[config.mk]
export PLATFORM = sky130hd
export DESIGN_NAME = gray_conv_scheduler
export DESIGN_NICKNAME = d
export VERILOG_FILES = /design/src/rtl/gray_conv_scheduler_pkg.sv /design/src/rtl/gray_conv_scheduler_nibble.sv /design/src/rtl/gray_conv_scheduler.sv
export SDC_FILE = /design/constraint.sdc
export NUM_CORES = 1
export LEC_CHECK = 0
export BUFFER_PORTS_ARGS = -buffer_cell sky130_fd_sc_hd__buf_2
export CORE_UTILIZATION = 55
export CTS_CLUSTER_SIZE = 24
export DETAILED_ROUTE_END_ITERATION = 10
export GPL_TIMING_DRIVEN = 0
export PLACE_DENSITY = 0.83
export SLEW_MARGIN = 20
export SYNTH_ARGS = -nofsm -noshare
export SYNTH_HDL_FRONTEND = slang
export SYNTH_SLANG_ARGS = --single-unit
[constraint.sdc]
create_clock -name clk -period 4.3 [get_ports clk]
set_input_delay 0.215 -clock clk [delete_from_list [all_inputs] [get_ports clk]]
set_output_delay 0.215 -clock clk [all_outputs]
set_load 0.03 [all_outputs]
[src/rtl/gray_conv_scheduler_pkg.sv]
// gray_pkg: shared types and widths for the Gray conversion scheduler.
//   state_e  : scheduler FSM states (IDLE, HIGH, LOW, HOLD)
//   NIBBLE_W : width of the shared conversion unit
//   WORD_W   : width of a full binary / Gray word
//   req_id_t : requester index (two requesters)
package gray_pkg;

    localparam int NIBBLE_W = 4;
    localparam int WORD_W   = 8;

    typedef enum logic [1:0] {
        IDLE = 2'd0,
        HIGH = 2'd1,
        LOW  = 2'd2,
        HOLD = 2'd3
    } state_e;

    typedef logic req_id_t;

endpackage

[src/rtl/gray_conv_scheduler_nibble.sv]
// gray_nibble_unit: purely combinational 4-bit binary-to-Gray slice.
//   bin  [3:0] : binary nibble
//   nbr        : next-more-significant binary bit (0 for the top nibble)
//   gray [3:0] : Gray nibble, gray[3] = bin[3]^nbr, gray[i] = bin[i]^bin[i+1]
// Chaining the neighbour bit across nibbles yields a true word-wide Gray code.
module gray_nibble_unit
    import gray_pkg::*;
(
    input  logic [NIBBLE_W-1:0] bin,
    input  logic                nbr,
    output logic [NIBBLE_W-1:0] gray
);

    assign gray[NIBBLE_W-1] = bin[NIBBLE_W-1] ^ nbr;

    generate
        for (genvar gi = 0; gi < NIBBLE_W - 1; gi++) begin : g_bit
            assign gray[gi] = bin[gi] ^ bin[gi+1];
        end
    endgenerate

endmodule

[src/rtl/gray_conv_scheduler.sv]
// gray_conv_scheduler: shares one gray_nibble_unit between two requesters.
//   clk, rst              : clock, asynchronous active-high reset
//   reqN_valid/data/ready : requester N handshake (ready is combinational)
//   out_valid/data/id     : registered result, Gray word and owning requester
//   out_ready             : consumer accepts the result held in HOLD
// Parameter RR_EN: 1 = round-robin on contention, 0 = req0 has fixed priority.
// A word is accepted in IDLE, converted high nibble (HIGH) then low nibble
// (LOW), and presented in HOLD until out_ready.
module gray_conv_scheduler
    import gray_pkg::*;
#(
    parameter bit RR_EN = 1'b1
) (
    input  logic              clk,
    input  logic              rst,
    input  logic              req0_valid,
    input  logic [WORD_W-1:0] req0_data,
    output logic              req0_ready,
    input  logic              req1_valid,
    input  logic [WORD_W-1:0] req1_data,
    output logic              req1_ready,
    output logic              out_valid,
    output logic [WORD_W-1:0] out_data,
    output logic              out_id,
    input  logic              out_ready
);

    state_e              state_q, state_d;
    logic [WORD_W-1:0]   bin_q, bin_d;
    logic [WORD_W-1:0]   gray_q, gray_d;
    logic [WORD_W-1:0]   out_data_q, out_data_d;
    req_id_t             id_q, id_d;
    req_id_t             rr_last_q, rr_last_d;
    req_id_t             out_id_q, out_id_d;
    logic                out_valid_q, out_valid_d;

    req_id_t             grant;
    logic                any_valid;
    logic                accept;
    logic [NIBBLE_W-1:0] nib_bin;
    logic                nib_nbr;
    logic [NIBBLE_W-1:0] nib_gray;

    // Arbiter: on contention round-robin favours whoever was not served last.
    always_comb begin
        any_valid = req0_valid | req1_valid;
        if (req0_valid && req1_valid) begin
            grant = RR_EN ? req_id_t'(~rr_last_q) : req_id_t'(1'b0);
        end else begin
            grant = req_id_t'(req1_valid);
        end
    end

    // Ready is gated by rst so nothing looks accepted while reset is held.
    assign req0_ready = !rst && (state_q == IDLE) && any_valid && (grant == 1'b0);
    assign req1_ready = !rst && (state_q == IDLE) && any_valid && (grant == 1'b1);
    assign accept     = (req0_ready && req0_valid) || (req1_ready && req1_valid);

    // Single shared nibble unit: high nibble first (no neighbour above it),
    // then low nibble with bin_q[4] carried down as its neighbour.
    always_comb begin
        if (state_q == LOW) begin
            nib_bin = bin_q[NIBBLE_W-1:0];
            nib_nbr = bin_q[NIBBLE_W];
        end else begin
            nib_bin = bin_q[WORD_W-1:NIBBLE_W];
            nib_nbr = 1'b0;
        end
    end

    gray_nibble_unit u_nibble (
        .bin  (nib_bin),
        .nbr  (nib_nbr),
        .gray (nib_gray)
    );

    always_comb begin
        state_d     = state_q;
        bin_d       = bin_q;
        gray_d      = gray_q;
        id_d        = id_q;
        rr_last_d   = rr_last_q;
        out_valid_d = out_valid_q;
        out_data_d  = out_data_q;
        out_id_d    = out_id_q;
        case (state_q)
            IDLE: begin
                if (accept) begin
                    bin_d     = (grant == 1'b1) ? req1_data : req0_data;
                    id_d      = grant;
                    rr_last_d = grant;
                    state_d   = HIGH;
                end
            end
            HIGH: begin
                gray_d[WORD_W-1:NIBBLE_W] = nib_gray;
                state_d                   = LOW;
            end
            LOW: begin
                gray_d[NIBBLE_W-1:0] = nib_gray;
                // Output registers load the complete word on HOLD entry so
                // out_data is valid in the same cycle out_valid rises.
                out_data_d  = {gray_q[WORD_W-1:NIBBLE_W], nib_gray};
                out_id_d    = id_q;
                out_valid_d = 1'b1;
                state_d     = HOLD;
            end
            HOLD: begin
                if (out_ready) begin
                    out_valid_d = 1'b0;
                    state_d     = IDLE;
                end
            end
            default: begin
                state_d     = IDLE;
                out_valid_d = 1'b0;
            end
        endcase
    end

    always_ff @(posedge clk or posedge rst) begin
        if (rst) begin
            state_q     <= IDLE;
            bin_q       <= '0;
            gray_q      <= '0;
            id_q        <= 1'b0;
            rr_last_q   <= 1'b1;
            out_valid_q <= 1'b0;
            out_data_q  <= '0;
            out_id_q    <= 1'b0;
        end else begin
            state_q     <= state_d;
            bin_q       <= bin_d;
            gray_q      <= gray_d;
            id_q        <= id_d;
            rr_last_q   <= rr_last_d;
            out_valid_q <= out_valid_d;
            out_data_q  <= out_data_d;
            out_id_q    <= out_id_d;
        end
    end

    assign out_valid = out_valid_q;
    assign out_data  = out_data_q;
    assign out_id    = out_id_q;

endmodule
# Yosys cells after proc, flatten, opt, wreduce, memory -nomap -nowiden
# Index checks and enable logic that the tools add are counted.
[totals]
reg_bits = 26
output_inout_bits = 12
elab_cells = 43
[classes]
n_eq_ne = 5
muxes = 9
n_bitwise = 7
n_reduce_logical = 14
[op_table]
columns = ["operator", "count"]
rows = [
  ["$mux W8", 1],
  ["$pmux W2 S4", 1],
  ["$logic_and A1 B1 Y1", 7],
  ["$reduce_and A2 Y1", 3],
  ["$eq A2 B2 Y1 const B", 2],
  ["$mux W2", 2],
  ["$mux W4", 1],
  ["$ne A2 B2 Y1 const B", 2],
  ["$xor A1 B1 Y1", 4],
  ["$mux W1", 3],
  ["$eq A2 B1 Y1 const B", 1],
  ["$logic_not A2 Y1", 1],
  ["$not A1 Y1", 2],
  ["$pmux W1 S2", 1],
  ["$reduce_bool A2 Y1", 1],
  ["$logic_not A1 Y1", 1],
  ["$logic_or A1 B1 Y1", 1],
  ["$or A1 B1 Y1", 1],
]

# Longest topological paths before layout
# Gate-level depths: netlist of the first run.
[depth]
ltp_word = 8
mapped_depth = 6

# Cells and area by module
# From an unflattened synthesis of the first run, not the netlist that was laid out.
[unflattened]
hier_cells = 95
hier_area_um2 = 1252.5
[by_module_without_submodules]
columns = ["module", "n_inst", "cells_per_inst", "area_per_inst_um2", "seq_area_each_um2"]
rows = [
  ["gray_conv_scheduler", 1, 91, 1217.4, 651.9],
  ["gray_nibble_unit", 1, 4, 35.0, 0.0],
]

# Worst setup path after synthesis of the first run
# OpenSTA, ideal clock, no wires.
[synth_timing]
path_type = "register to register"
start = "register state_q[0]"
end = "register bin_q[0]"
t_arrival_ns = 1.411
t_required_ns = 4.174
path_slack_ns = 2.763
path_stages_with_launch = 7
n_path_buf = 1
path_cell_list = "dfrtp_1 -> inv_1 -> ha_1 -> nor2b_4 -> and3_4 -> buf_6 -> a221o_1"
[synth_via]
elab_chain_cells = 7
word_cells_on_any_way = 9
classes_between = "reduce/logical (9)"
[synth_lines]
columns = ["item", "line", "text"]
rows = [
  ["from (decl)", "gray_conv_scheduler.sv:28", "state_e state_q, state_d;"],
  ["from (signal assigned)", "gray_conv_scheduler.sv:132", "state_q <= state_d;"],
  ["$logic_not A2 Y1", "gray_conv_scheduler.sv:55", "assign req0_ready = !rst && (state_q == IDLE) && any_valid && (grant == 1'b0);"],
  ["$logic_and A1 B1 Y1 (3 in series)", "gray_conv_scheduler.sv:55", ""],
  ["named net req0_ready", "gray_conv_scheduler.sv:18", "output logic req0_ready,"],
  ["$logic_and A1 B1 Y1", "gray_conv_scheduler.sv:57", "assign accept = (req0_ready && req0_valid) || (req1_ready && req1_valid);"],
  ["$logic_or A1 B1 Y1", "gray_conv_scheduler.sv:57", ""],
  ["$reduce_and A2 Y1 (no source line)", "-", ""],
  ["to (signal assigned)", "gray_conv_scheduler.sv:133", "bin_q <= bin_d;"],
  ["to (decl)", "gray_conv_scheduler.sv:29", "logic [WORD_W-1:0] bin_q, bin_d;"],
]
# The timed path passes the listed nets, and every way through them passes these cells.
# A chain may end at the register's enable or synchronous reset.

# Worst setup path in the final report of the first run
[layout_timing]
start = "register state_q[0]"
end = "output port req1_ready"
[layout_via]
elab_chain_cells = 4
[layout_lines]
columns = ["item", "line", "text"]
rows = [
  ["$logic_not A2 Y1", "gray_conv_scheduler.sv:56", "assign req1_ready = !rst && (state_q == IDLE) && any_valid && (grant == 1'b1);"],
  ["$logic_and A1 B1 Y1 (3 in series)", "gray_conv_scheduler.sv:56", ""],
  ["to (decl)", "gray_conv_scheduler.sv:21", "output logic req1_ready,"],
]
# No other way between the ends.

==> results of run 1 <==
==> final timing paths <==
path                                        start  slack [ns]                      end
max in group asynchronous                     rst        3.59  out_data[1]$_DFFE_PP0P_
min in group asynchronous                     rst        0.14         id_q$_DFFE_PP0P_
setup reg to reg           state_q[0]$_DFFE_PP0P_        2.63     bin_q[4]$_DFFE_PP0P_
setup / recovery           state_q[0]$_DFFE_PP0P_        2.23               req1_ready
hold reg to reg                  id_q$_DFFE_PP0P_        0.49         id_q$_DFFE_PP0P_
hold / removal                          out_ready        0.08    out_valid$_DFFE_PP0P_
==> per-layer routing <==
layer / part of all wire [%] / track usage (%) / up-vias
li1: - / - / 446
met1: 45 / 25.7 / 433
met2: 50 / 36.5 / 33
met3: 4.6 / 3.70 / 2
met4: 0.72 / 7.62 / 0
met5: 0 / 0 / -
==> cells by family (layout without fill, tap and decap cells) <==
| family | Yosys count | in the layout | share of synthesized area, % |
|---|---|---|---|
| compound gates | 34 | 34 | 20.3 |
| flops | 26 | 26 | 51.8 |
| simple gates | 14 | 14 | 6.47 |
| buf+inv | 10 | 46 | 4.48 |
| mux | 8 | 8 | 7.06 |
| xor+xnor | 7 | 7 | 4.88 |
| fa+ha+maj | 5 | 5 | 4.98 |
==> registers in the layout, indices dropped and copies added, names as in the netlist <==
name       cells
id_q           1
rr_last_q      1
gray_q         4
out_data       8
out_id         1
bin_q          8
out_valid      1
state_q        2
==> final cells by class <==
class,count,area share [%]
buffer,6,2.78
clock buffer,4,2.44
inverter,4,1.01
multi-input combinational,68,36.9
sequential,26,43.8
tap,27,2.27
timing repair buffer,32,10.8
==> cells in the mapped netlist <==
library cell / n / share of area (%)
mux2i_1: 1 / 0.80
a21o_1: 2 / 1.2
xor2_1: 3 / 2.1
dfrtp_1: 25 / 50
a2bb2oi_2: 1 / 1.2
mux2_2: 6 / 5.4
inv_1: 3 / 0.90
inv_2: 1 / 0.30
and3_2: 1 / 0.60
ha_1: 5 / 5.0
clkbuf_1: 1 / 0.30
a31oi_1: 3 / 1.5
buf_6: 2 / 1.8
o21bai_1: 1 / 0.60
a21oi_1: 7 / 2.8
dfstp_2: 1 / 2.1
nand2_1: 1 / 0.30
nor2_1: 7 / 2.1
xnor2_1: 4 / 2.8
mux2_1: 1 / 0.90
o21ai_0: 1 / 0.40
nand2b_1: 3 / 1.5
a221o_1: 8 / 6.4
and3_4: 1 / 0.90
buf_2: 3 / 1.2
o22ai_1: 3 / 1.5
o21a_1: 8 / 4.8
nor2b_4: 1 / 1.1
==> worst max-delay path, delay by kind of cell (launching register included) <==
| kind | cells | cell delay [ns] |
|---|---|---|
| fa+ha+maj | 1 | 0.25 |
| simple gates | 2 | 0.39 |
| flops | 1 | 0.43 |
| buf+inv | 3 | 0.48 |
==> report_power, final <==
part           internal [mW]  leakage (nW)  switching [mW]  total, mW
sequential             0.370         0.307          0.0839      0.454
combinational          0.267         0.393           0.322      0.589
clock                 0.0518        0.0210          0.0703      0.122
==> reports/metrics.yaml, run 1 <==
pwr:
  pwr_density_cell_nw_per_um2: 783
  p_total_mw: 1.17
  irDropWorstVdd_mv: 0.449
  leakagePower_nw: 0.721
status:
  status: "finished, final reports clean"
critical_path:
  slowest_stage: "dfrtp_1"
  endpoint_kind: "output pin"
  required_ns: 4.09
  cpPeakStageDelay_ns: 0.43
  crit_path_cell_trace: "inv_1 > ha_1 > nor2b_4 > and3_2 > buf_6 > buf_2"
  ff2ff_path_depth: 6
  arrival_ns: 1.86
  criticalPathCategory: "flop to output pin"
  cp-start-kind: "flop"
  crit_fanout: 10
timing:
  hold_viol: 0
  setup_ws_ns: 2.23
  fin_crit_ns: 2.07
  clock.fmax_mhz: 482
  setup-tns-final_ns: 0
  setup_viol: 0
  hold_ws_ns: 0.0808
  slew_violations: 0
  rsz0062_at_grt: "no"
  tightestPinTransition_ns: 0.945
  maxSlewHeadroom_pct: 36.9
  fin_worst_skew_ns: 0.00199
  fin_crit_sh_pct: 48.2
global_route:
  first_global_vias: 880
  grt_max_degree: 27
  antenna_found_initial: 0
  globalRouteOverflowTotal: 0
  track_usage_pct: 20.9
  grt_pass1_wl_um: 3860
clock_network:
  cts_tree: "yes"
  clk_pin_slew_ns: 0.13
  postCtsSetupRepairBufs: 0
  root_buffer: "clkbuf_4"
  postCtsHoldBufs: 0
  clock-sinks: 26
  cts-resized-gates: 0
  htreeDepth: 1
  worstSkewPairLatency_ns: 0.32
  numCtsBuffers: 3
  cts_buffer_depth: 2
drt:
  drc_errors: 0
  routedWlPerCell_um: 13.3
  drt_iter0_drc: 20
  wirelength_um: 2220
  ant_nets: 0
  first_pass_iters: 4
  viasPerCell: 5.47
  dr_total_vias: 914
synth:
  synth_cell_type_count: 28
  yosysSeqAreaShare_pct: 51.8
  synth.avg_cell_area_sq_um: 12.1
  synth_seq_cells: 26
  yosysWarnings: 0
  synth_area_sq_um: 1260
  syn_inst: 104
  syn_nets: 130
placement:
  port_buffers: 32
  place_ws_ns: 2.60
  place_congestion: 0.764
  dpl.cell_count: 163
  dpl.hpwl_um: 1750
  placedInstanceArea_sq_um: 1450
final_layout:
  multiInputGateArea_sq_um: 549
  syn2layout_area_growth_pct: 18.3
  final_nets: 167
  ff_latch_area_sq_um: 652
  mostFrequentLayoutCells: "buf_2 (35), dfrtp_1 (25), o21a_1 (8), a221o_1 (8)"
  final_cell_count_no_fill: 167
  design_area_sq_um: 1490
  post-route-util_pct: 72.1
  drive_gt1_share_pct: 37.9
  final_common_cell: "buf_2"
  fillers: 150
  n_antenna_cell: 0
die:
  die_area_sq_um: 2480
  fp-row-count: 16
  die_w_um: 49.8
  core_sq_um: 2060
  start_util_pct: 61.0
  die_h_um: 49.8
  num_io_pins: 33
job:
  cap_violations: 0
hold_path:
  whs_path_depth: 2
  hold_class: "primary input to flop"
(Power assumes the default switching activity.)
==> inputs of run 2 (changes only) <==
Settings changed: CORE_UTILIZATION 55 to 46, PLACE_DENSITY 0.83 to 0.74.
Clock period 4.3 ns to 1.75 ns, I/O delays scaled along.
==> run 2 against run 1 <==
Critical path depth did not move; utilization decreased by 2.6 points; total power rose to 2.7 times the previous value; die area is 19% higher; combinational power rose to 2.8 times the previous value; via count increased by 11%; register-to-register slack worse by 2.5 ns; critical path type unchanged; largest cell class unchanged.
==> reports/metrics.yaml, run 2 (synthesized netlist as in run 1, its figures left out) <==
timing:
  setup-tns-final_ns: 0  # unchanged
  fin_crit_ns: 1.71
  setup_viol: 0  # unchanged
  clock.fmax_mhz: 586
  hold_ws_ns: 0.185  # +0.104 ns
  fin_worst_skew_ns: 0.00875  # +0.00676 ns
  tightestPinTransition_ns: 0.908  # -0.0380 ns
  slew_violations: 0  # unchanged
  hold_viol: 0  # unchanged
  maxSlewHeadroom_pct: 39.1  # +2.2 points
  fin_crit_sh_pct: 97.6
pwr:
  leakagePower_nw: 0.823  # +14%
  irDropWorstVdd_mv: 0.994  # +120%
  p_total_mw: 3.15  # +170%
  pwr_density_cell_nw_per_um2: 1800  # +130%
drt:
  drc_errors: 0  # unchanged
  dr_total_vias: 1010  # +11%
  viasPerCell: 5.23  # -4.4%
  wirelength_um: 2760  # +24%
  ant_nets: 0  # unchanged
  first_pass_iters: 4  # unchanged
  drt_iter0_drc: 12  # -40%
  routedWlPerCell_um: 14.3  # +7.6%
final_layout:
  final_cell_count_no_fill: 193  # +16%
  drive_gt1_share_pct: 37.4  # -0.43 points
  design_area_sq_um: 1750  # +18%
  mostFrequentLayoutCells: "buf_2 (33), dfrtp_1 (25), dlygate4sd3_1 (18)"
  syn2layout_area_growth_pct: 39.5
  final_common_cell: "buf_2"
  fillers: 189  # +26%
  n_antenna_cell: 0  # unchanged
  final_nets: 190  # +14%
  ff_latch_area_sq_um: 652  # unchanged
  multiInputGateArea_sq_um: 566  # +3.0%
clock_network:
  clock-sinks: 26  # unchanged
  htreeDepth: 1  # unchanged
  numCtsBuffers: 3  # unchanged
  worstSkewPairLatency_ns: 0.32  # about the same
  cts_tree: "yes"
  clk_pin_slew_ns: 0.14  # about the same
  root_buffer: "clkbuf_4"
  cts_buffer_depth: 2  # unchanged
placement:
  placedInstanceArea_sq_um: 1460  # +0.26%
  dpl.hpwl_um: 1640  # -6.1%
  dpl.cell_count: 166  # +1.8%
  place_congestion: 0.781  # +2.3%
  port_buffers: 32  # unchanged
global_route:
  antenna_found_initial: 0  # unchanged
  globalRouteOverflowTotal: 0  # unchanged
  first_global_vias: 987  # +12%
  grt_max_degree: 27  # unchanged
  track_usage_pct: 21.0  # +0.076 points
  grt_pass1_wl_um: 4420  # +14%
critical_path:
  criticalPathCategory: "flop to output pin"
  cp-start-kind: "flop"
  required_ns: 1.66  # -2.43 ns
  endpoint_kind: "output pin"
  arrival_ns: 1.62  # -0.24 ns
  crit_fanout: 8  # -2
die:
  die_area_sq_um: 2950  # +19%
  die_h_um: 54.3  # +9.0%
  start_util_pct: 49.9  # -11 points
  fp-row-count: 18  # +2
  die_w_um: 54.3  # +9.0%
  num_io_pins: 33  # unchanged
  core_sq_um: 2520  # +22%
status:
  status: "finished, final reports clean"
job:
  cap_violations: 0  # unchanged
hold_path:
  hold_class: "primary input to flop"
-- run 2: changes by cell type in the layout (fill, tap and decap cells not counted), moves of 2 or more --
cell           delta
buf_2             -2
inv_1             -3
buf_4             +5
inv_2             +2
buf_6             +2
dlygate4sd3_1    +18
-- run 2: metal layers --
layer	wire length, um	vias to the layer above	GRT usage (%)
li1	-	493	-
met1	1180	492	27.7
met2	1490	23	34.8
met3	81	2	3.06
met4	13	0	7.69
met5	0	-	0
-- run 2: path summary, 6_finish.rpt --
kind / from / endpoint / slack, ns / cells after the start
max: state_q[0]$_DFFE_PP0P_ / req1_ready / 0.04 / 6
min: req0_valid / rr_last_q$_DFFE_PP1P_ / 0.19 / 3
max reg2reg: state_q[0]$_DFFE_PP0P_ / bin_q[1]$_DFFE_PP0P_ / 0.16 / 7
min reg2reg: id_q$_DFFE_PP0P_ / id_q$_DFFE_PP0P_ / 0.52 / 1
max in group asynchronous: rst / out_data[7]$_DFFE_PP0P_ / 0.90 / 3
min in group asynchronous: rst / bin_q[7]$_DFFE_PP0P_ / 0.42 / 3
-- run 2: stage by stage --
stage	utilization, %	setup WS, ns
floorplan	-	0.213
global placement	57.7	0.164
detailed placement	57.7	0.125
CTS	68.0	0.0241
global route	69.5	-0.0231
finish	69.5	0.0428
-- run 2: timing repair --
item	in CTS	in global routing
setup buffers	2	3
resized for setup	7	2
hold buffers	17	1
setup endpoints to repair	2	2
endpoints found under the hold margin	9	25
pin swaps	1	1
-- run 2: area by class of cell --
cell class / instances / area share (%)
multi-input cells: 68 / 32.2
inverters: 4 / 0.856
plain buffers: 6 / 2.35
flip-flops and latches: 26 / 37.2
clock buffers: 3 / 1.28
repair buffers: 55 / 22.3
clock inverters: 1 / 1.71
well taps: 30 / 2.14
-- run 2: where the power goes --
group / leakage, nW / internal [mW] / total, mW / switching (mW)
Combinational: 0.488 / 0.768 / 1.62 / 0.853
Clock: 0.0279 / 0.232 / 0.419 / 0.187
Sequential: 0.307 / 0.910 / 1.11 / 0.202
Total: 0.823 / 1.91 / 3.15 / 1.24
-- run 2: critical path: stages, from the launching register on --
cell,delay (ns)
dfrtp_1,0.43
inv_2,0.11
ha_4,0.16
nor2b_4,0.15
and3_4,0.20
buf_6,0.13
buf_6,0.13
==> inputs of run 3 (changes only) <==
Settings changed: CORE_MARGIN set to 2.
==> run 3 against run 2 <==
Routed wire length rose by 4.8%; clock skew fell by 0.0069 ns; clock power decreased by 28%; clock-buffer cell count is 1 higher; final area shrank 0.71%; die area is 7.5% higher; largest cell class unchanged.
==> reports/metrics.yaml, run 3 (synthesized netlist as in run 1, its figures left out) <==
die:
  die_w_um: 56.3  # +3.7%
  die_h_um: 56.3  # +3.7%
  fp-row-count: 18  # unchanged
  start_util_pct: 49.4  # -0.44 points
  die_area_sq_um: 3170  # +7.5%
  num_io_pins: 33  # unchanged
  core_sq_um: 2540  # +0.89%
global_route:
  grt_busiest_layer: "met2"
  globalRouteOverflowTotal: 0  # unchanged
  grt_pass1_wl_um: 4730  # +6.9%
  first_global_vias: 1101  # +12%
  antenna_found_initial: 0  # unchanged
  grt_max_degree: 27  # unchanged
  gr-usage-met2_pct: 34.5  # -0.30 points
  track_usage_pct: 19.1  # -1.9 points
  grtUsageMet3_pct: 3.00  # -0.060 points
  met1_usage_pct: 22.6  # -5.1 points
drt:
  ant_nets: 0  # unchanged
  routedWlPerCell_um: 14.9  # +4.3%
  viasPerCell: 5.37  # +2.6%
  wirelength_um: 2900  # +4.8%
  dr_total_vias: 1042  # +3.2%
  drt_iter0_drc: 18  # +6
  drc_errors: 0  # unchanged
  first_pass_iters: 4  # unchanged
clock_network:
  htreeDepth: 1  # unchanged
  clock-sinks: 26  # unchanged
  clk_pin_slew_ns: 0.14  # about the same
  root_buffer: "clkbuf_4"
  cts_tree: "yes"
  cts_buffer_depth: 2  # unchanged
  numCtsBuffers: 3  # unchanged
  worstSkewPairLatency_ns: 0.31  # about the same
critical_path:
  crit_fanout: 3  # -5
  arrival_ns: 1.59  # -0.03 ns
  required_ns: 1.66  # about the same
  r2r_slack_ns: 0.08  # -0.08 ns
  worstReg2RegStart: "state_q[1]$_DFFE_PP0P_"
  ff2ff_path_depth: 7  # unchanged
  criticalPathCategory: "flop to output pin"
  endpoint_kind: "output pin"
  crit_start: "state_q[1]$_DFFE_PP0P_"
  cp-start-kind: "flop"
  r2r_end: "bin_q[1]$_DFFE_PP0P_"
job:
  cap_violations: 0  # unchanged
status:
  status: "finished, final reports clean"
timing:
  setup_viol: 0  # unchanged
  setup_ws_ns: 0.0677  # +0.0249 ns
  tightestPinTransition_ns: 0.886  # -0.0217 ns
  hold_viol: 0  # unchanged
  maxSlewHeadroom_pct: 40.6  # +1.5 points
  fin_crit_sh_pct: 96.1  # -1.4 points
  fin_crit_ns: 1.68  # -0.0249 ns
  slew_violations: 0  # unchanged
  fin_worst_skew_ns: 0.00183  # -0.00692 ns
  clock.fmax_mhz: 594  # +1.5%
placement:
  dpl.cell_count: 166  # unchanged
  place_congestion: 0.744  # -4.7%
  placedInstanceArea_sq_um: 1460  # unchanged
  port_buffers: 32  # unchanged
  place_ws_ns: 0.136  # +0.0110 ns
  dpl.hpwl_um: 1730  # +5.4%
final_layout:
  n_antenna_cell: 0  # unchanged
  final_common_cell: "buf_2"
  final_cell_count_no_fill: 194  # +0.52%
  mostFrequentLayoutCells: "buf_2 (33), dfrtp_1 (25), dlygate4sd3_1 (18)"
  drive_gt1_share_pct: 37.8  # +0.38 points
  design_area_sq_um: 1740  # -0.71%
  final_nets: 191  # +0.53%
  fillers: 189  # unchanged
  syn2layout_area_growth_pct: 38.5
pwr:
  leakagePower_nw: 0.822  # -0.10%
  pwr_density_cell_nw_per_um2: 1740  # -3.1%
  irDropWorstVdd_mv: 0.945  # -4.9%
hold_path:
  holdPathEnd: "rr_last_q$_DFFE_PP1P_"
  hold_class: "primary input to flop"
  whs_path_depth: 3  # unchanged
  hp-start: "req0_valid"
==> run 3: changes by cell type in the layout (fill, tap and decap cells not counted) <==
| cell | previous run | this run |
|---|---|---|
| and3_2 | 0 | 1 |
| and3_4 | 2 | 1 |
| buf_4 | 5 | 6 |
| bufinv_16 | 1 | 0 |
| clkbuf_8 | 0 | 1 |
==> run 3: per-stage QoR <==
step / utilization, % / power, mW / TNS, ns / hold WS [ns]
2_1_floorplan: - / 2.23 / 0 / 0.127
3_3_place_gp: 57.2 / 2.52 / 0 / 0.288
3_5_place_dp: 57.2 / 2.58 / 0 / 0.302
4_1_cts: 66.9 / 2.99 / 0 / 0.0431
5_1_grt: 68.4 / 3.26 / -0.0231 / 0.219
6_report: 68.4 / 3.03 / 0 / 0.211
==> run 3: per-layer routing <==
metal,up-vias,share of wire (%)
met5,-,0
met4,0,0.62
met3,2,5.2
met2,33,52
met1,511,42
li1,496,-
==> run 3: how the worst max path moves through the flow <==
stage,endpoint,slack (ns),depth (start not counted)
after floorplan,bin_q[0]$_DFFE_PP0P_,0.21,6
after detailed placement,bin_q[7]$_DFFE_PP0P_,0.14,6
after global routing,req1_ready,-0.02,6
after global placement,bin_q[7]$_DFFE_PP0P_,0.17,6
after CTS,req1_ready,0.03,6
final,req1_ready,0.07,6
==> run 3: report_power, final <==
part | leakage [nW] | internal (mW) | switching [mW]
combinational | 0.494 | 0.771 | 0.856
clock | 0.0210 | 0.127 | 0.173
sequential | 0.307 | 0.910 | 0.193
==> run 3: final cells by class <==
type | count | area (sq um) | area share [%]
Clock buffer | 4 | 36.3 | 2.08
Tap cell | 30 | 37.5 | 2.16
Inverter | 4 | 15.0 | 0.862
Buffer | 6 | 41.3 | 2.37
Multi-Input combinational cell | 68 | 562 | 32.3
Sequential cell | 26 | 652 | 37.4
Timing Repair Buffer | 56 | 398 | 22.8
==> run 3: repair_timing <==
item,4_1_cts,5_1_grt
hold buffers,17,1
endpoints found under the hold margin,9,25
pin swaps,0,0
cloned,0,0
buffers inserted,3,3
setup endpoints to repair,2,2
gates resized for setup,6,2
==> run 3: worst max-delay path, stage by stage (launching register included) <==
cell	delay (ns)
dfrtp_1	0.43
inv_2	0.10
ha_4	0.14
nor2b_4	0.15
and3_2	0.22
buf_6	0.12
buf_6	0.12
